<file path="config.mk">
export PLATFORM = sky130hd
export DESIGN_NAME = vga_rect_engine
export DESIGN_NICKNAME = d
export VERILOG_FILES = /design/src/rtl/vga_rect_engine.sv
export SDC_FILE = /design/constraint.sdc
export NUM_CORES = 1
export LEC_CHECK = 0
export BUFFER_PORTS_ARGS = -buffer_cell sky130_fd_sc_hd__buf_2
export CORE_ASPECT_RATIO = 0.5
export CORE_MARGIN = 2
export CORE_UTILIZATION = 55
export DETAILED_ROUTE_END_ITERATION = 8
export PLACE_DENSITY = 0.84
export REMOVE_ABC_BUFFERS = 1
export SYNTH_ARGS = -nofsm -noshare
export SYNTH_HDL_FRONTEND = slang
export SYNTH_SLANG_ARGS = --single-unit
</file>
<file path="constraint.sdc">
create_clock -name CLOCK_50 -period 5.32 [get_ports CLOCK_50]
set_input_delay 0.798 -clock CLOCK_50 [delete_from_list [all_inputs] [get_ports CLOCK_50]]
set_output_delay 0.798 -clock CLOCK_50 [all_outputs]
set_load 0.01 [all_outputs]
</file>
<file path="src/rtl/vga_rect_engine.sv">
// vga_rect_engine: rasterises a filled or outlined axis-aligned rectangle
// into the VGA pixel-plot interface (VGA_X, VGA_Y, VGA_COLOR, plot).
// It emits at most one pixel per clock, behind a start/busy/done handshake.
//
// Optional build macro VGA_RECT_ENGINE_STALL_EN adds a plot_ready input.
// When that macro is defined, a pixel is consumed only when plot and
// plot_ready are both high. Without it, every DRAW cycle consumes a pixel.
//
// state | meaning
// ------+-------------------------------------------------------------
// IDLE  | waiting for start; the command is captured on start=1
// SETUP | normalise and clip corners, load cursor or skip to DONE
// DRAW  | walk the cursor in raster order, one pixel per consumed cycle
// DONE  | one-cycle done pulse, then back to IDLE

module vga_rect_engine #(
    parameter int COLS = 160,
    parameter int ROWS = 120,
    parameter int XW   = 10,
    parameter int YW   = 9,
    parameter int CW   = 3
) (
    input  logic          CLOCK_50,
    input  logic          reset,
    input  logic          start,
    input  logic [XW-1:0] x0,
    input  logic [YW-1:0] y0,
    input  logic [XW-1:0] x1,
    input  logic [YW-1:0] y1,
    input  logic [CW-1:0] color,
    input  logic          outline,
`ifdef VGA_RECT_ENGINE_STALL_EN
    input  logic          plot_ready,
`endif
    output logic [XW-1:0] VGA_X,
    output logic [YW-1:0] VGA_Y,
    output logic [CW-1:0] VGA_COLOR,
    output logic          plot,
    output logic          busy,
    output logic          done
);

    typedef enum logic [1:0] {
        S_IDLE,
        S_SETUP,
        S_DRAW,
        S_DONE
    } state_t;

    // One bit wider than the coordinates, so COLS/ROWS compare without overflow.
    localparam logic [XW:0]   COLS_EXT = (XW+1)'(COLS);
    localparam logic [YW:0]   ROWS_EXT = (YW+1)'(ROWS);
    localparam logic [XW-1:0] X_MAX    = XW'(COLS - 1);
    localparam logic [YW-1:0] Y_MAX    = YW'(ROWS - 1);

    state_t state;
    state_t state_nxt;

    logic ready;

`ifdef VGA_RECT_ENGINE_STALL_EN
    assign ready = plot_ready;
`else
    assign ready = 1'b1;
`endif

    // Captured command
    logic [XW-1:0] cmd_x0;
    logic [XW-1:0] cmd_x1;
    logic [YW-1:0] cmd_y0;
    logic [YW-1:0] cmd_y1;
    logic [CW-1:0] cmd_color;
    logic          cmd_outline;

    // Normalised, clipped bounds and the raster cursor
    logic [XW-1:0] xa_r;
    logic [XW-1:0] xb_r;
    logic [YW-1:0] ya_r;
    logic [YW-1:0] yb_r;
    logic [XW-1:0] cur_x;
    logic [YW-1:0] cur_y;
    logic          all_issued;

    // SETUP arithmetic
    logic [XW-1:0] norm_xa;
    logic [XW-1:0] norm_xb_raw;
    logic [XW-1:0] norm_xb;
    logic [YW-1:0] norm_ya;
    logic [YW-1:0] norm_yb_raw;
    logic [YW-1:0] norm_yb;
    logic          off_screen;

    // Cursor stepping
    logic          row_end;
    logic          last_row;
    logic          edge_row;
    logic          last_pixel;
    logic [XW-1:0] next_x;
    logic [YW-1:0] next_y;

    // Output register handshake
    logic          out_free;
    logic          load;
    logic          finish;

    // Order the corners, clip the far edges, and flag rectangles that lie entirely off-screen.
    always_comb begin
        norm_xa     = (cmd_x0 <= cmd_x1) ? cmd_x0 : cmd_x1;
        norm_xb_raw = (cmd_x0 <= cmd_x1) ? cmd_x1 : cmd_x0;
        norm_ya     = (cmd_y0 <= cmd_y1) ? cmd_y0 : cmd_y1;
        norm_yb_raw = (cmd_y0 <= cmd_y1) ? cmd_y1 : cmd_y0;
        norm_xb     = ({1'b0, norm_xb_raw} >= COLS_EXT) ? X_MAX : norm_xb_raw;
        norm_yb     = ({1'b0, norm_yb_raw} >= ROWS_EXT) ? Y_MAX : norm_yb_raw;
        off_screen  = ({1'b0, norm_xa} >= COLS_EXT) || ({1'b0, norm_ya} >= ROWS_EXT);
    end

    // Next cursor position. All tests run before any increment, so the cursor never wraps.
    // On interior outline rows the cursor jumps from xa straight to xb.
    always_comb begin
        row_end    = (cur_x == xb_r);
        last_row   = (cur_y == yb_r);
        edge_row   = (cur_y == ya_r) || last_row;
        last_pixel = row_end && last_row;
        next_x     = cur_x;
        next_y     = cur_y;
        if (row_end) begin
            next_x = xa_r;
            if (!last_row) begin
                next_y = cur_y + 1'b1;
            end
        end else if (cmd_outline && !edge_row) begin
            next_x = xb_r;
        end else begin
            next_x = cur_x + 1'b1;
        end
    end

    // The output register accepts a new pixel when it is empty or its pixel is being consumed.
    always_comb begin
        out_free = !plot || ready;
        load     = (state == S_DRAW) && !all_issued && out_free;
        finish   = (state == S_DRAW) && all_issued && out_free;
    end

    // Select the next state.
    always_comb begin
        state_nxt = state;
        case (state)
            S_IDLE:  if (start) state_nxt = S_SETUP;
            S_SETUP: state_nxt = off_screen ? S_DONE : S_DRAW;
            S_DRAW:  if (finish) state_nxt = S_DONE;
            S_DONE:  state_nxt = S_IDLE;
            default: state_nxt = S_IDLE;
        endcase
    end

    // Hold the FSM state.
    always_ff @(posedge CLOCK_50) begin
        if (reset) begin
            state <= S_IDLE;
        end else begin
            state <= state_nxt;
        end
    end

    // Capture the command when start is seen in IDLE. start is ignored in all other states.
    always_ff @(posedge CLOCK_50) begin
        if (reset) begin
            cmd_x0      <= '0;
            cmd_x1      <= '0;
            cmd_y0      <= '0;
            cmd_y1      <= '0;
            cmd_color   <= '0;
            cmd_outline <= 1'b0;
        end else if (state == S_IDLE && start) begin
            cmd_x0      <= x0;
            cmd_x1      <= x1;
            cmd_y0      <= y0;
            cmd_y1      <= y1;
            cmd_color   <= color;
            cmd_outline <= outline;
        end
    end

    // Latch the bounds in SETUP, then advance the cursor each time a pixel is loaded.
    always_ff @(posedge CLOCK_50) begin
        if (reset) begin
            xa_r       <= '0;
            xb_r       <= '0;
            ya_r       <= '0;
            yb_r       <= '0;
            cur_x      <= '0;
            cur_y      <= '0;
            all_issued <= 1'b0;
        end else begin
            case (state)
                S_SETUP: begin
                    xa_r       <= norm_xa;
                    xb_r       <= norm_xb;
                    ya_r       <= norm_ya;
                    yb_r       <= norm_yb;
                    cur_x      <= norm_xa;
                    cur_y      <= norm_ya;
                    all_issued <= 1'b0;
                end
                S_DRAW: begin
                    if (load) begin
                        if (last_pixel) begin
                            all_issued <= 1'b1;
                        end else begin
                            cur_x <= next_x;
                            cur_y <= next_y;
                        end
                    end
                end
                default: begin
                end
            endcase
        end
    end

    // Registered outputs. Coordinates hold their last value outside DRAW,
    // and a stalled pixel stays on the bus.
    always_ff @(posedge CLOCK_50) begin
        if (reset) begin
            VGA_X     <= '0;
            VGA_Y     <= '0;
            VGA_COLOR <= '0;
            plot      <= 1'b0;
            busy      <= 1'b0;
            done      <= 1'b0;
        end else begin
            busy <= (state_nxt != S_IDLE);
            done <= (state_nxt == S_DONE);
            if (load) begin
                VGA_X     <= cur_x;
                VGA_Y     <= cur_y;
                VGA_COLOR <= cmd_color;
                plot      <= 1'b1;
            end else if (out_free) begin
                plot <= 1'b0;
            end
        end
    end

endmodule

</file>
==> impl_metrics.xml, run 1 <==
<?xml version="1.0" encoding="UTF-8"?>
<metrics>
  <group name="clock_tree">
    <metric name="clk_pin_slew_worst_paths" unit="ns">0.06</metric>
    <metric name="clock_sink_count" unit="">127</metric>
    <metric name="root_buffer" unit="">sky130_fd_sc_hd__clkbuf_16</metric>
    <metric name="post-cts-setup-buffers" unit="">0</metric>
    <metric name="insertion_delay" unit="ns">0.42</metric>
    <metric name="htree_num_levels" unit="">4</metric>
    <metric name="cts_hold_fix_bufs" unit="">0</metric>
    <metric name="cts_buffers" unit="">17</metric>
    <metric name="clock_path_buffers" unit="">2</metric>
    <metric name="number_of_gates_resized_after_cts" unit="">0</metric>
    <metric name="cts_tree" unit="">done</metric>
  </group>
  <group name="die">
    <metric name="floorplan.core_area" unit="mm²">0.01177</metric>
    <metric name="fp.dieH" unit="µm">81.57</metric>
    <metric name="initial_utilization" unit="%">56.22</metric>
    <metric name="die-area" unit="mm²">0.01298</metric>
    <metric name="die_x" unit="µm">159.1</metric>
    <metric name="std_cell_rows" unit="">28</metric>
    <metric name="floorplan.io_pins" unit="">70</metric>
  </group>
  <group name="worst_hold_path">
    <metric name="min-delay-start" unit="">VGA_X[1]</metric>
    <metric name="min_path_cells" unit="">2</metric>
    <metric name="hold-path-endpoint" unit="">VGA_X[1]</metric>
    <metric name="hold_path_class" unit="">reg2reg</metric>
  </group>
  <group name="pwr">
    <metric name="static-leakage-power" unit="nW">2.832</metric>
    <metric name="ir_drop" unit="V">0.0003210</metric>
    <metric name="pwr_per_cell_area" unit="mW/mm²">617.6</metric>
  </group>
  <group name="routing">
    <metric name="drcViolationCount" unit="">0</metric>
    <metric name="routedWlPerCell" unit="µm">16.96</metric>
    <metric name="postRouteAntennaNets" unit="">0</metric>
    <metric name="drtIter0Drc" unit="">773</metric>
    <metric name="route.final.wire_length" unit="µm">17910</metric>
    <metric name="routed-via-count" unit="">6392</metric>
    <metric name="number_of_optimization_iterations_in_the_first_detailed_route_pass" unit="">5</metric>
    <metric name="post_drt_via_cell_ratio" unit="">6.053</metric>
  </group>
  <group name="placed_design">
    <metric name="gp_routability_congestion" unit="">0.9269</metric>
    <metric name="placement.cell_area" unit="mm²">0.006993</metric>
    <metric name="place_ws" unit="ns">1.739</metric>
    <metric name="final_hpwl_from_detailed_placement" unit="µm">11870</metric>
    <metric name="port_buffer_cells" unit="">69</metric>
  </group>
  <group name="timing">
    <metric name="setup_viol_count_final" unit="">0</metric>
    <metric name="post-route-worst-setup-slack" unit="ns">1.582</metric>
    <metric name="maxSlewHeadroom" unit="%">21.89</metric>
    <metric name="tns" unit="ns">0</metric>
    <metric name="skew" unit="ns">0.005549</metric>
    <metric name="timing.final.crit_share" unit="%">70.27</metric>
    <metric name="post-route-min-period" unit="ns">3.738</metric>
    <metric name="final-max-slew-violation-count" unit="">0</metric>
    <metric name="finalHoldViolCount" unit="">0</metric>
    <metric name="setup_repair_after_global_routing_missed_its_margin" unit="">no</metric>
    <metric name="tightest_slew" unit="ns">1.159</metric>
    <metric name="max_clock_freq" unit="GHz">0.2675</metric>
  </group>
  <group name="worst_setup_path">
    <metric name="worstSetupEndpointType" unit="">register</metric>
    <metric name="critical_path_peak_fanout" unit="">26</metric>
    <metric name="start_kind" unit="">register</metric>
    <metric name="worst-r2r-cell-count" unit="">9</metric>
    <metric name="cp.required" unit="ns">5.66</metric>
    <metric name="reg_to_reg_startpoint" unit="">state[0]</metric>
    <metric name="reg2reg_slack" unit="ns">1.58</metric>
    <metric name="worst-setup-path-type" unit="">reg2reg</metric>
    <metric name="timing.rr.end" unit="">cur_y[1]</metric>
    <metric name="critical_path_arrival" unit="ns">4.08</metric>
  </group>
  <group name="layout">
    <metric name="area_growth_syn_to_layout" unit="%">14.33</metric>
    <metric name="finish.instance_area" unit="mm²">0.007566</metric>
    <metric name="fill_cells" unit="">1014</metric>
    <metric name="antennaDiodeCount" unit="">0</metric>
    <metric name="fraction_of_layout_cells_with_a_size_suffix_above_1" unit="%">13.13</metric>
    <metric name="layout.nets" unit="">950</metric>
  </group>
  <group name="synthesis">
    <metric name="synth-edff-count" unit="">0</metric>
    <metric name="syn_area_per_cell" unit="µm²">7.813</metric>
    <metric name="ys.warnings.count" unit="">0</metric>
    <metric name="portion_of_the_post_synthesis_area_used_by_sequential_elements" unit="%">38.42</metric>
    <metric name="synth.ff_latch_count" unit="">127</metric>
    <metric name="mappedNetlistArea" unit="mm²">0.006618</metric>
    <metric name="synth-main-ff-cell" unit="">sky130_fd_sc_hd__dfxtp_1</metric>
    <metric name="synth_cell_type_count" unit="">60</metric>
    <metric name="syn-instance-count" unit="">847</metric>
    <metric name="synthArstFlopShare" unit="%">0</metric>
  </group>
  <group name="global_routing">
    <metric name="grt_overflow" unit="">0</metric>
    <metric name="number_of_antenna_violations_at_the_first_check_in_global_routing" unit="">0</metric>
    <metric name="gr_util_all_layers" unit="%">28.10</metric>
    <metric name="global_route_wire_length_before_repair" unit="µm">29220</metric>
    <metric name="via_count_of_the_first_global_routing_pass" unit="">5765</metric>
    <metric name="grt_max_degree" unit="">66</metric>
  </group>
  <group name="status">
    <metric name="run_status" unit="">completed</metric>
  </group>
  <group name="job">
    <metric name="timing.max_cap.violations" unit="">0</metric>
  </group>
</metrics>
## worst max path at each step
| stage | startpoint | end | depth (start not counted) |
|---|---|---|---|
| after floorplan | state[1] | cur_y[3] | 6 |
| after global placement | state[0] | cur_y[1] | 9 |
| after detailed placement | state[0] | cur_y[1] | 9 |
| after CTS | state[0] | cur_y[1] | 9 |
| after global routing | state[0] | cur_y[1] | 9 |
| final | state[0] | cur_y[1] | 9 |
## cell usage after synthesis, types with 5 or more instances
library cell	n	share of area, %
sky130_fd_sc_hd__o31ai_1	7	0.79
sky130_fd_sc_hd__nand3_1	27	2.0
sky130_fd_sc_hd__o21ai_0	26	2.0
sky130_fd_sc_hd__and2_1	7	0.66
sky130_fd_sc_hd__a211oi_1	16	1.8
sky130_fd_sc_hd__o311ai_0	8	1.1
sky130_fd_sc_hd__buf_2	11	0.83
sky130_fd_sc_hd__a311oi_1	23	3.0
sky130_fd_sc_hd__inv_1	30	1.7
sky130_fd_sc_hd__nor3_1	19	1.4
sky130_fd_sc_hd__nand2_1	169	9.6
sky130_fd_sc_hd__or3_1	13	1.2
sky130_fd_sc_hd__mux2i_1	8	1.2
sky130_fd_sc_hd__ha_1	25	4.7
sky130_fd_sc_hd__clkbuf_1	52	2.9
sky130_fd_sc_hd__a21o_1	5	0.57
sky130_fd_sc_hd__o211ai_1	11	1.2
sky130_fd_sc_hd__dfxtp_1	127	38
sky130_fd_sc_hd__nand4_1	10	0.95
sky130_fd_sc_hd__xor2_1	8	1.1
sky130_fd_sc_hd__nor2_1	54	3.1
sky130_fd_sc_hd__a21oi_1	98	7.4
sky130_fd_sc_hd__nor4_1	5	0.47
sky130_fd_sc_hd__xnor2_1	29	3.8
## worst max-delay path, stage by stage (launching register included)
cell and delay (ns):
sky130_fd_sc_hd__dfxtp_1 0.32, sky130_fd_sc_hd__inv_1 0.13, sky130_fd_sc_hd__ha_1 0.84, sky130_fd_sc_hd__inv_1 0.51
sky130_fd_sc_hd__nor2_1 0.84, sky130_fd_sc_hd__buf_4 0.35, sky130_fd_sc_hd__nand2_1 0.07, sky130_fd_sc_hd__o31ai_1 0.19
sky130_fd_sc_hd__o311ai_0 0.18, sky130_fd_sc_hd__a21oi_1 0.21
## report_power, final
part | internal (mW) | switching (mW)
logic | 0.719 | 1.38
clock network | 0.729 | 0.408
registers | 1.18 | 0.261
## cell type report
cell class              instances  area, µm²  share of cell area, %
inverters                      31      116.4                  1.538
clock inverters                 7      85.08                  1.125
flip-flops and latches        127       2542                  33.60
well taps                     165      206.4                  2.729
clock buffers                  23      488.0                  6.449
multi-input cells             625       3712                  49.07
repair buffers                 78      415.4                  5.490
## cells by family (layout without fill, tap and decap cells)
| family | Yosys count | after routing | share of synthesized area [%] |
|---|---|---|---|
| XOR/XNOR | 38 | 38 | 5.143 |
| adder cells (fa/ha/maj) | 25 | 25 | 4.727 |
| flip-flops | 127 | 127 | 38.42 |
| AO/OA/AOI/OAI | 226 | 226 | 22.48 |
| multiplexers | 9 | 9 | 1.380 |
| buffers and inverters | 95 | 139 | 5.710 |
| AND/OR/NAND/NOR | 327 | 327 | 22.14 |
## flip-flops by register name (all words and copies together), names as in the netlist
signal       cells
xa_r            10
state            2
all_issued       1
yb_r             9
ya_r             9
VGA_Y            9
cmd_x0          10
cur_y            9
cur_x           10
done             1
cmd_y0           9
VGA_COLOR        3
plot             1
cmd_x1          10
xb_r            10
cmd_y1           9
cmd_outline      1
busy             1
cmd_color        3
VGA_X           10
## layer usage
metal | up-vias | global-route usage [%] | share of wire, %
li1 | 3065 | - | -
met4 | 0 | 8.000 | 1.2
met5 | - | 0 | 0
met3 | 22 | 5.606 | 7.6
met1 | 3029 | 37.29 | 44
met2 | 276 | 47.43 | 47
## cell usage in the layout (no fill, tap or decap), types with 5 or more instances in the layout
cell type / instances
sky130_fd_sc_hd__a211oi_1: 16
sky130_fd_sc_hd__a21oi_1: 98
sky130_fd_sc_hd__a21o_1: 5
sky130_fd_sc_hd__inv_1: 30
sky130_fd_sc_hd__buf_2: 68
sky130_fd_sc_hd__clkinv_2: 5
sky130_fd_sc_hd__nand2_1: 169
sky130_fd_sc_hd__or3_1: 13
sky130_fd_sc_hd__and2_1: 7
sky130_fd_sc_hd__nor3_1: 19
sky130_fd_sc_hd__nor4_1: 5
sky130_fd_sc_hd__o31ai_1: 7
sky130_fd_sc_hd__nor2_1: 54
sky130_fd_sc_hd__o211ai_1: 11
sky130_fd_sc_hd__a311oi_1: 23
sky130_fd_sc_hd__nand4_1: 10
sky130_fd_sc_hd__o311ai_0: 8
sky130_fd_sc_hd__xnor2_1: 29
sky130_fd_sc_hd__buf_4: 10
sky130_fd_sc_hd__dfxtp_1: 127
sky130_fd_sc_hd__xor2_1: 8
sky130_fd_sc_hd__nand3_1: 27
sky130_fd_sc_hd__mux2i_1: 8
sky130_fd_sc_hd__clkbuf_16: 17
sky130_fd_sc_hd__ha_1: 24
sky130_fd_sc_hd__o21ai_0: 26
## per-stage QoR
stage	hold WS [ns]	util [%]	instances	power (mW)
finish	0.4501	64.28	1056	4.673
global placement	0.4391	59.41	1026	3.394
detailed placement	0.4440	59.41	1026	3.460
CTS	0.4513	64.28	1056	4.605
floorplan	0.4260	-	783	2.810
global route	0.4674	64.28	1056	4.943
Note: power is estimated with default switching activity, not from simulation.
==> inputs of run 2 (changes only) <==
- clock period: 5.32 -> 3.65 ns (I/O delays scaled with it)
==> impl_metrics.xml, run 2 (synthesized netlist as in run 1, its figures left out) <==
<?xml version="1.0" encoding="UTF-8"?>
<metrics>
  <group name="clock_tree">
    <metric name="cts_buffers" unit="">17</metric>
    <metric name="root_buffer" unit="">sky130_fd_sc_hd__clkbuf_16</metric>
    <metric name="htree_num_levels" unit="">4</metric>
    <metric name="cts_tree" unit="">done</metric>
    <metric name="number_of_gates_resized_after_cts" unit="">0</metric>
    <metric name="clock_sink_count" unit="">127</metric>
    <metric name="cts_hold_fix_bufs" unit="">0</metric>
    <metric name="insertion_delay" unit="ns">0.42</metric>
    <metric name="clk_pin_slew_worst_paths" unit="ns">0.06</metric>
    <metric name="post-cts-setup-buffers" unit="">0</metric>
    <metric name="clock_path_buffers" unit="">2</metric>
  </group>
  <group name="timing">
    <metric name="skew" unit="ns">0.009823</metric>
    <metric name="tightest_slew" unit="ns">0.8995</metric>
    <metric name="max_clock_freq" unit="GHz">0.3411</metric>
    <metric name="setup_repair_after_global_routing_missed_its_margin" unit="">no</metric>
    <metric name="setup_viol_count_final" unit="">0</metric>
    <metric name="timing.final.crit_share" unit="%">80.31</metric>
    <metric name="finalHoldViolCount" unit="">0</metric>
    <metric name="maxSlewHeadroom" unit="%">39.97</metric>
    <metric name="tns" unit="ns">0</metric>
    <metric name="post-route-min-period" unit="ns">2.931</metric>
    <metric name="post-route-worst-setup-slack" unit="ns">0.7186</metric>
    <metric name="final-max-slew-violation-count" unit="">0</metric>
  </group>
  <group name="routing">
    <metric name="postRouteAntennaNets" unit="">0</metric>
    <metric name="routedWlPerCell" unit="µm">16.58</metric>
    <metric name="number_of_optimization_iterations_in_the_first_detailed_route_pass" unit="">5</metric>
    <metric name="routed-via-count" unit="">6350</metric>
    <metric name="post_drt_via_cell_ratio" unit="">5.968</metric>
    <metric name="route.final.wire_length" unit="µm">17640</metric>
    <metric name="drcViolationCount" unit="">0</metric>
    <metric name="drtIter0Drc" unit="">717</metric>
  </group>
  <group name="pwr">
    <metric name="power_frac_comb" unit="%">45.0</metric>
    <metric name="p_clk_share" unit="%">25.0</metric>
    <metric name="static-leakage-power" unit="nW">2.882</metric>
    <metric name="power.share.sequential" unit="%">30.1</metric>
    <metric name="ir_drop" unit="V">0.0004345</metric>
    <metric name="power.switching_fraction" unit="%">42.68</metric>
    <metric name="p_int" unit="mW">3.960</metric>
    <metric name="pwr_per_cell_area" unit="mW/mm²">903.3</metric>
    <metric name="switchingPower" unit="mW">2.948</metric>
  </group>
  <group name="global_routing">
    <metric name="via_count_of_the_first_global_routing_pass" unit="">5783</metric>
    <metric name="global_route_wire_length_before_repair" unit="µm">28710</metric>
    <metric name="gr_util_all_layers" unit="%">27.84</metric>
    <metric name="grt_max_degree" unit="">53</metric>
    <metric name="number_of_antenna_violations_at_the_first_check_in_global_routing" unit="">0</metric>
    <metric name="grt_overflow" unit="">0</metric>
  </group>
  <group name="layout">
    <metric name="mostFrequentLayoutCells" unit="">sky130_fd_sc_hd__nand2_1 (169), sky130_fd_sc_hd__dfxtp_1 (127), sky130_fd_sc_hd__a21oi_1 (98)</metric>
    <metric name="layout.nets" unit="">959</metric>
    <metric name="area_growth_syn_to_layout" unit="%">15.56</metric>
    <metric name="fraction_of_layout_cells_with_a_size_suffix_above_1" unit="%">13.90</metric>
    <metric name="antennaDiodeCount" unit="">0</metric>
    <metric name="layout.cells.most_common" unit="">sky130_fd_sc_hd__nand2_1</metric>
  </group>
  <group name="placed_design">
    <metric name="place_ws" unit="ns">0.8042</metric>
    <metric name="gp_routability_congestion" unit="">0.9254</metric>
    <metric name="final_hpwl_from_detailed_placement" unit="µm">12400</metric>
    <metric name="port_buffer_cells" unit="">69</metric>
  </group>
  <group name="die">
    <metric name="initial_utilization" unit="%">56.22</metric>
    <metric name="die-area" unit="mm²">0.01298</metric>
    <metric name="die_x" unit="µm">159.1</metric>
    <metric name="floorplan.io_pins" unit="">70</metric>
    <metric name="fp.dieH" unit="µm">81.57</metric>
    <metric name="std_cell_rows" unit="">28</metric>
    <metric name="floorplan.core_area" unit="mm²">0.01177</metric>
  </group>
  <group name="worst_setup_path">
    <metric name="cp.required" unit="ns">3.92</metric>
    <metric name="reg2reg_slack" unit="ns">0.72</metric>
    <metric name="start_kind" unit="">register</metric>
    <metric name="cp_startpoint" unit="">cmd_x1[8]</metric>
    <metric name="critical_path_arrival" unit="ns">3.20</metric>
    <metric name="worst-setup-path-type" unit="">reg2reg</metric>
    <metric name="reg_to_reg_startpoint" unit="">cmd_x1[8]</metric>
    <metric name="critical_path_peak_fanout" unit="">17</metric>
    <metric name="timing.rr.end" unit="">xb_r[1]</metric>
    <metric name="worst-r2r-cell-count" unit="">8</metric>
    <metric name="worstSetupEndpointType" unit="">register</metric>
  </group>
  <group name="job">
    <metric name="timing.max_cap.violations" unit="">0</metric>
  </group>
  <group name="worst_hold_path">
    <metric name="hold-path-endpoint" unit="">cmd_y1[7]</metric>
    <metric name="min_path_cells" unit="">3</metric>
    <metric name="hold_path_class" unit="">in2reg</metric>
    <metric name="min-delay-start" unit="">y1[7]</metric>
  </group>
  <group name="status">
    <metric name="run_status" unit="">completed</metric>
  </group>
</metrics>
run 2: changes by cell type in the layout (fill, tap and decap cells not counted), sizes merged:
| cell | delta |
|---|---|
| buf | +9 |
| clkbuf | -1 |
| bufinv | +1 |
| clkinv | -1 |
run 2: worst max-delay path by stage:
| stage | slack (ns) | endpoint | cells past startpoint |
|---|---|---|---|
| 2_1_floorplan | 0.52 | cur_y[3] | 6 |
| 3_3_place_gp | 0.85 | cur_x[8] | 8 |
| 3_5_place_dp | 0.80 | xb_r[1] | 8 |
| 4_1_cts | 0.75 | xb_r[1] | 8 |
| 5_1_grt | 0.52 | xb_r[1] | 8 |
| 6_report | 0.72 | xb_r[1] | 8 |
run 2: per-layer routing:
metal  up-vias  wire length (µm)  track usage [%]
met5         -                 0                0
met4         0               320            10.36
met3        33              1293            6.566
li1       3088                 -                -
met1      2966              8077            36.04
met2       263              7951            46.26
run 2: final cells by class:
class,count,area [µm²]
clock buffers,22,484.2
clock inverters,7,110.1
fillers,1006,4124
inverters,31,116.4
multi-input cells,625,3705
flip-flops and latches,127,2542
well taps,165,206.4
repair buffers,87,483.0
run 2: critical path, cell delays in order (launching register included):
cell and delay (ns):
sky130_fd_sc_hd__dfxtp_1 0.40, sky130_fd_sc_hd__inv_1 0.08, sky130_fd_sc_hd__ha_1 0.32, sky130_fd_sc_hd__nand4_1 0.14, sky130_fd_sc_hd__a211oi_1 0.31, sky130_fd_sc_hd__a2111oi_2 0.18, sky130_fd_sc_hd__nor2_2 0.74, sky130_fd_sc_hd__mux2i_1 0.46
sky130_fd_sc_hd__a211oi_1 0.14
run 2: power by group through the flow:
stage,combinational (mW),clock [mW],sequential (mW)
floorplan,2.08,0,2.01
global placement,2.96,0,2.07
detailed placement,3.02,0,2.09
CTS,3.04,1.74,2.07
global route,3.42,1.81,2.12
finish,3.11,1.72,2.08
run 2: stage by stage:
step                instances  hold slack [ns]  power (mW)  utilization, %  instance area [µm²]
finish                   1064           0.3643       6.907           64.97                 7647
global route             1064           0.3672       7.345           64.97                 7647
CTS                      1064           0.3550       6.847           64.97                 7647
detailed placement       1035           0.4435       5.110           59.92                 7053
global placement         1035           0.4384       5.031           59.92                 7053
floorplan                 783           0.4260       4.095               -                 6356
==> inputs of run 3 (changes only) <==
- clock period: 3.65 -> 2.7 ns (I/O delays scaled with it)
==> impl_metrics.xml, run 3 (synthesized netlist as in run 1, its figures left out) <==
<?xml version="1.0" encoding="UTF-8"?>
<metrics>
  <group name="layout">
    <metric name="mostFrequentLayoutCells" unit="">sky130_fd_sc_hd__nand2_1 (168), sky130_fd_sc_hd__dfxtp_1 (127), sky130_fd_sc_hd__a21oi_1 (97)</metric>
    <metric name="area_growth_syn_to_layout" unit="%">19.12</metric>
    <metric name="final_core_utilization" unit="%">66.96</metric>
    <metric name="antennaDiodeCount" unit="">0</metric>
    <metric name="layout.cells.most_common" unit="">sky130_fd_sc_hd__nand2_1</metric>
    <metric name="post_route_non_filler_standard_cell_count" unit="">1088</metric>
    <metric name="finish.instance_area" unit="mm²">0.007883</metric>
    <metric name="fraction_of_layout_cells_with_a_size_suffix_above_1" unit="%">16.25</metric>
    <metric name="layout.nets" unit="">982</metric>
  </group>
  <group name="timing">
    <metric name="setup_viol_count_final" unit="">0</metric>
    <metric name="final-max-slew-violation-count" unit="">0</metric>
    <metric name="timing.final.crit_share" unit="%">92.53</metric>
    <metric name="tightest_slew" unit="ns">0.8874</metric>
    <metric name="tns" unit="ns">0</metric>
    <metric name="maxSlewHeadroom" unit="%">40.84</metric>
    <metric name="finalHoldViolCount" unit="">0</metric>
    <metric name="skew" unit="ns">0.01157</metric>
    <metric name="max_clock_freq" unit="GHz">0.4003</metric>
    <metric name="post-route-min-period" unit="ns">2.498</metric>
    <metric name="setup_repair_after_global_routing_missed_its_margin" unit="">no</metric>
  </group>
  <group name="clock_tree">
    <metric name="insertion_delay" unit="ns">0.42</metric>
    <metric name="htree_num_levels" unit="">4</metric>
    <metric name="clock_sink_count" unit="">127</metric>
    <metric name="clock_path_buffers" unit="">2</metric>
    <metric name="cts_buffers" unit="">17</metric>
    <metric name="cts_tree" unit="">done</metric>
    <metric name="post-cts-setup-buffers" unit="">0</metric>
    <metric name="cts_hold_fix_bufs" unit="">0</metric>
    <metric name="root_buffer" unit="">sky130_fd_sc_hd__clkbuf_16</metric>
    <metric name="clk_pin_slew_worst_paths" unit="ns">0.06</metric>
    <metric name="number_of_gates_resized_after_cts" unit="">0</metric>
  </group>
  <group name="global_routing">
    <metric name="gr_util_all_layers" unit="%">28.59</metric>
    <metric name="global_route_wire_length_before_repair" unit="µm">29510</metric>
    <metric name="grt_max_degree" unit="">117</metric>
    <metric name="grt_overflow" unit="">0</metric>
    <metric name="number_of_antenna_violations_at_the_first_check_in_global_routing" unit="">0</metric>
    <metric name="via_count_of_the_first_global_routing_pass" unit="">6087</metric>
  </group>
  <group name="routing">
    <metric name="post_drt_via_cell_ratio" unit="">5.937</metric>
    <metric name="routed-via-count" unit="">6459</metric>
    <metric name="postRouteAntennaNets" unit="">0</metric>
    <metric name="dr_wl_met2" unit="µm">8501</metric>
    <metric name="routedWlPerCell" unit="µm">16.69</metric>
    <metric name="met1_length" unit="µm">7796</metric>
    <metric name="drtIter0Drc" unit="">620</metric>
    <metric name="number_of_optimization_iterations_in_the_first_detailed_route_pass" unit="">6</metric>
    <metric name="drcViolationCount" unit="">0</metric>
    <metric name="route.final.wire_length" unit="µm">18160</metric>
    <metric name="met3_length" unit="µm">1522</metric>
    <metric name="maxUsedRoutingLayer" unit="">met4</metric>
  </group>
  <group name="placed_design">
    <metric name="port_buffer_cells" unit="">69</metric>
    <metric name="gp_routability_congestion" unit="">0.9692</metric>
    <metric name="placement.cell_area" unit="mm²">0.007251</metric>
    <metric name="placed_cells" unit="">1058</metric>
    <metric name="final_hpwl_from_detailed_placement" unit="µm">12400</metric>
  </group>
  <group name="pwr">
    <metric name="pwr_per_cell_area" unit="mW/mm²">1245</metric>
    <metric name="ir_drop" unit="V">0.0006556</metric>
    <metric name="static-leakage-power" unit="nW">3.015</metric>
  </group>
  <group name="die">
    <metric name="die-area" unit="mm²">0.01298</metric>
    <metric name="floorplan.core_area" unit="mm²">0.01177</metric>
    <metric name="floorplan.io_pins" unit="">70</metric>
    <metric name="std_cell_rows" unit="">28</metric>
    <metric name="die_x" unit="µm">159.1</metric>
    <metric name="initial_utilization" unit="%">56.22</metric>
    <metric name="fp.dieH" unit="µm">81.57</metric>
  </group>
  <group name="worst_setup_path">
    <metric name="worstPathCellList" unit="">inv_1 &gt; ha_1 &gt; nand4_1 &gt; a211oi_1 &gt; a2111oi_2 &gt; nor2_2 &gt; buf_4 &gt; mux2i_1 &gt; a211oi_1</metric>
    <metric name="worstSetupEndpointType" unit="">register</metric>
    <metric name="crit_top_cell" unit="">sky130_fd_sc_hd__a211oi_1</metric>
    <metric name="start_kind" unit="">register</metric>
    <metric name="worst-setup-path-type" unit="">reg2reg</metric>
    <metric name="cp.required" unit="ns">2.97</metric>
    <metric name="critical-path-max-stage-delay" unit="ns">0.39</metric>
    <metric name="critPathSlowestCell" unit="">sky130_fd_sc_hd__dfxtp_1</metric>
    <metric name="critical_path_arrival" unit="ns">2.77</metric>
    <metric name="critical_path_peak_fanout" unit="">7</metric>
  </group>
  <group name="worst_hold_path">
    <metric name="hold_path_class" unit="">in2reg</metric>
  </group>
  <group name="job">
    <metric name="timing.max_cap.violations" unit="">0</metric>
  </group>
  <group name="status">
    <metric name="run_status" unit="">completed</metric>
  </group>
</metrics>
==> run 3: final timing paths <==
| path | cells after the start | start | slack (ns) | endpoint |
|---|---|---|---|---|
| setup reg to reg | 9 | cmd_x1[5] | 0.20 | xa_r[6] |
| hold / removal | 3 | y0[5] | 0.22 | cmd_y0[5] |
| setup / recovery | 9 | cmd_x1[5] | 0.20 | xa_r[6] |
| hold reg to reg | 2 | VGA_COLOR[0] | 0.45 | VGA_COLOR[0] |
==> run 3: stage by stage <==
stage | power [mW] | worst slack [ns] | hold WS (ns)
6_report | 9.814 | 0.2016 | 0.2227
5_1_grt | 10.39 | 0.006814 | 0.2210
4_1_cts | 9.696 | 0.05171 | 0.2159
3_5_place_dp | 7.202 | 0.07079 | 0.4432
3_3_place_gp | 7.079 | 0.2721 | 0.4376
2_1_floorplan | 5.536 | -0.4252 | 0.4260
==> run 3: metal layers <==
layer | vias up | GRT usage [%]
li1 | 3142 | -
met1 | 2990 | 35.14
met2 | 283 | 50.13
met3 | 44 | 6.717
met4 | 0 | 10.64
met5 | - | 0
==> run 3: area by class of cell <==
| type | count | area, µm² |
|---|---|---|
| Tap cell | 165 | 206.4 |
| Clock buffer | 24 | 491.7 |
| Inverter | 31 | 116.4 |
| Clock inverter | 6 | 130.1 |
| Multi-Input combinational cell | 625 | 3715 |
| Sequential cell | 127 | 2542 |
| Timing Repair Buffer | 110 | 680.7 |
| Fill cell | 990 | 3889 |
==> run 3: where the power goes <==
part	total [mW]	switching [mW]	internal, mW	leakage [nW]
sequential	2.76	0.433	2.32	1.04
clock	2.44	0.813	1.63	0.306
combinational	4.61	2.84	1.77	1.67
==> run 3: worst max-delay path: cells and delay by family, from the launching register on <==
kind / cells / cell delay [ns]
adder cells (fa/ha/maj): 1 / 0.32
buffers and inverters: 2 / 0.31
AO/OA/AOI/OAI: 3 / 0.61
AND/OR/NAND/NOR: 2 / 0.45
multiplexers: 1 / 0.28
flip-flops: 1 / 0.39
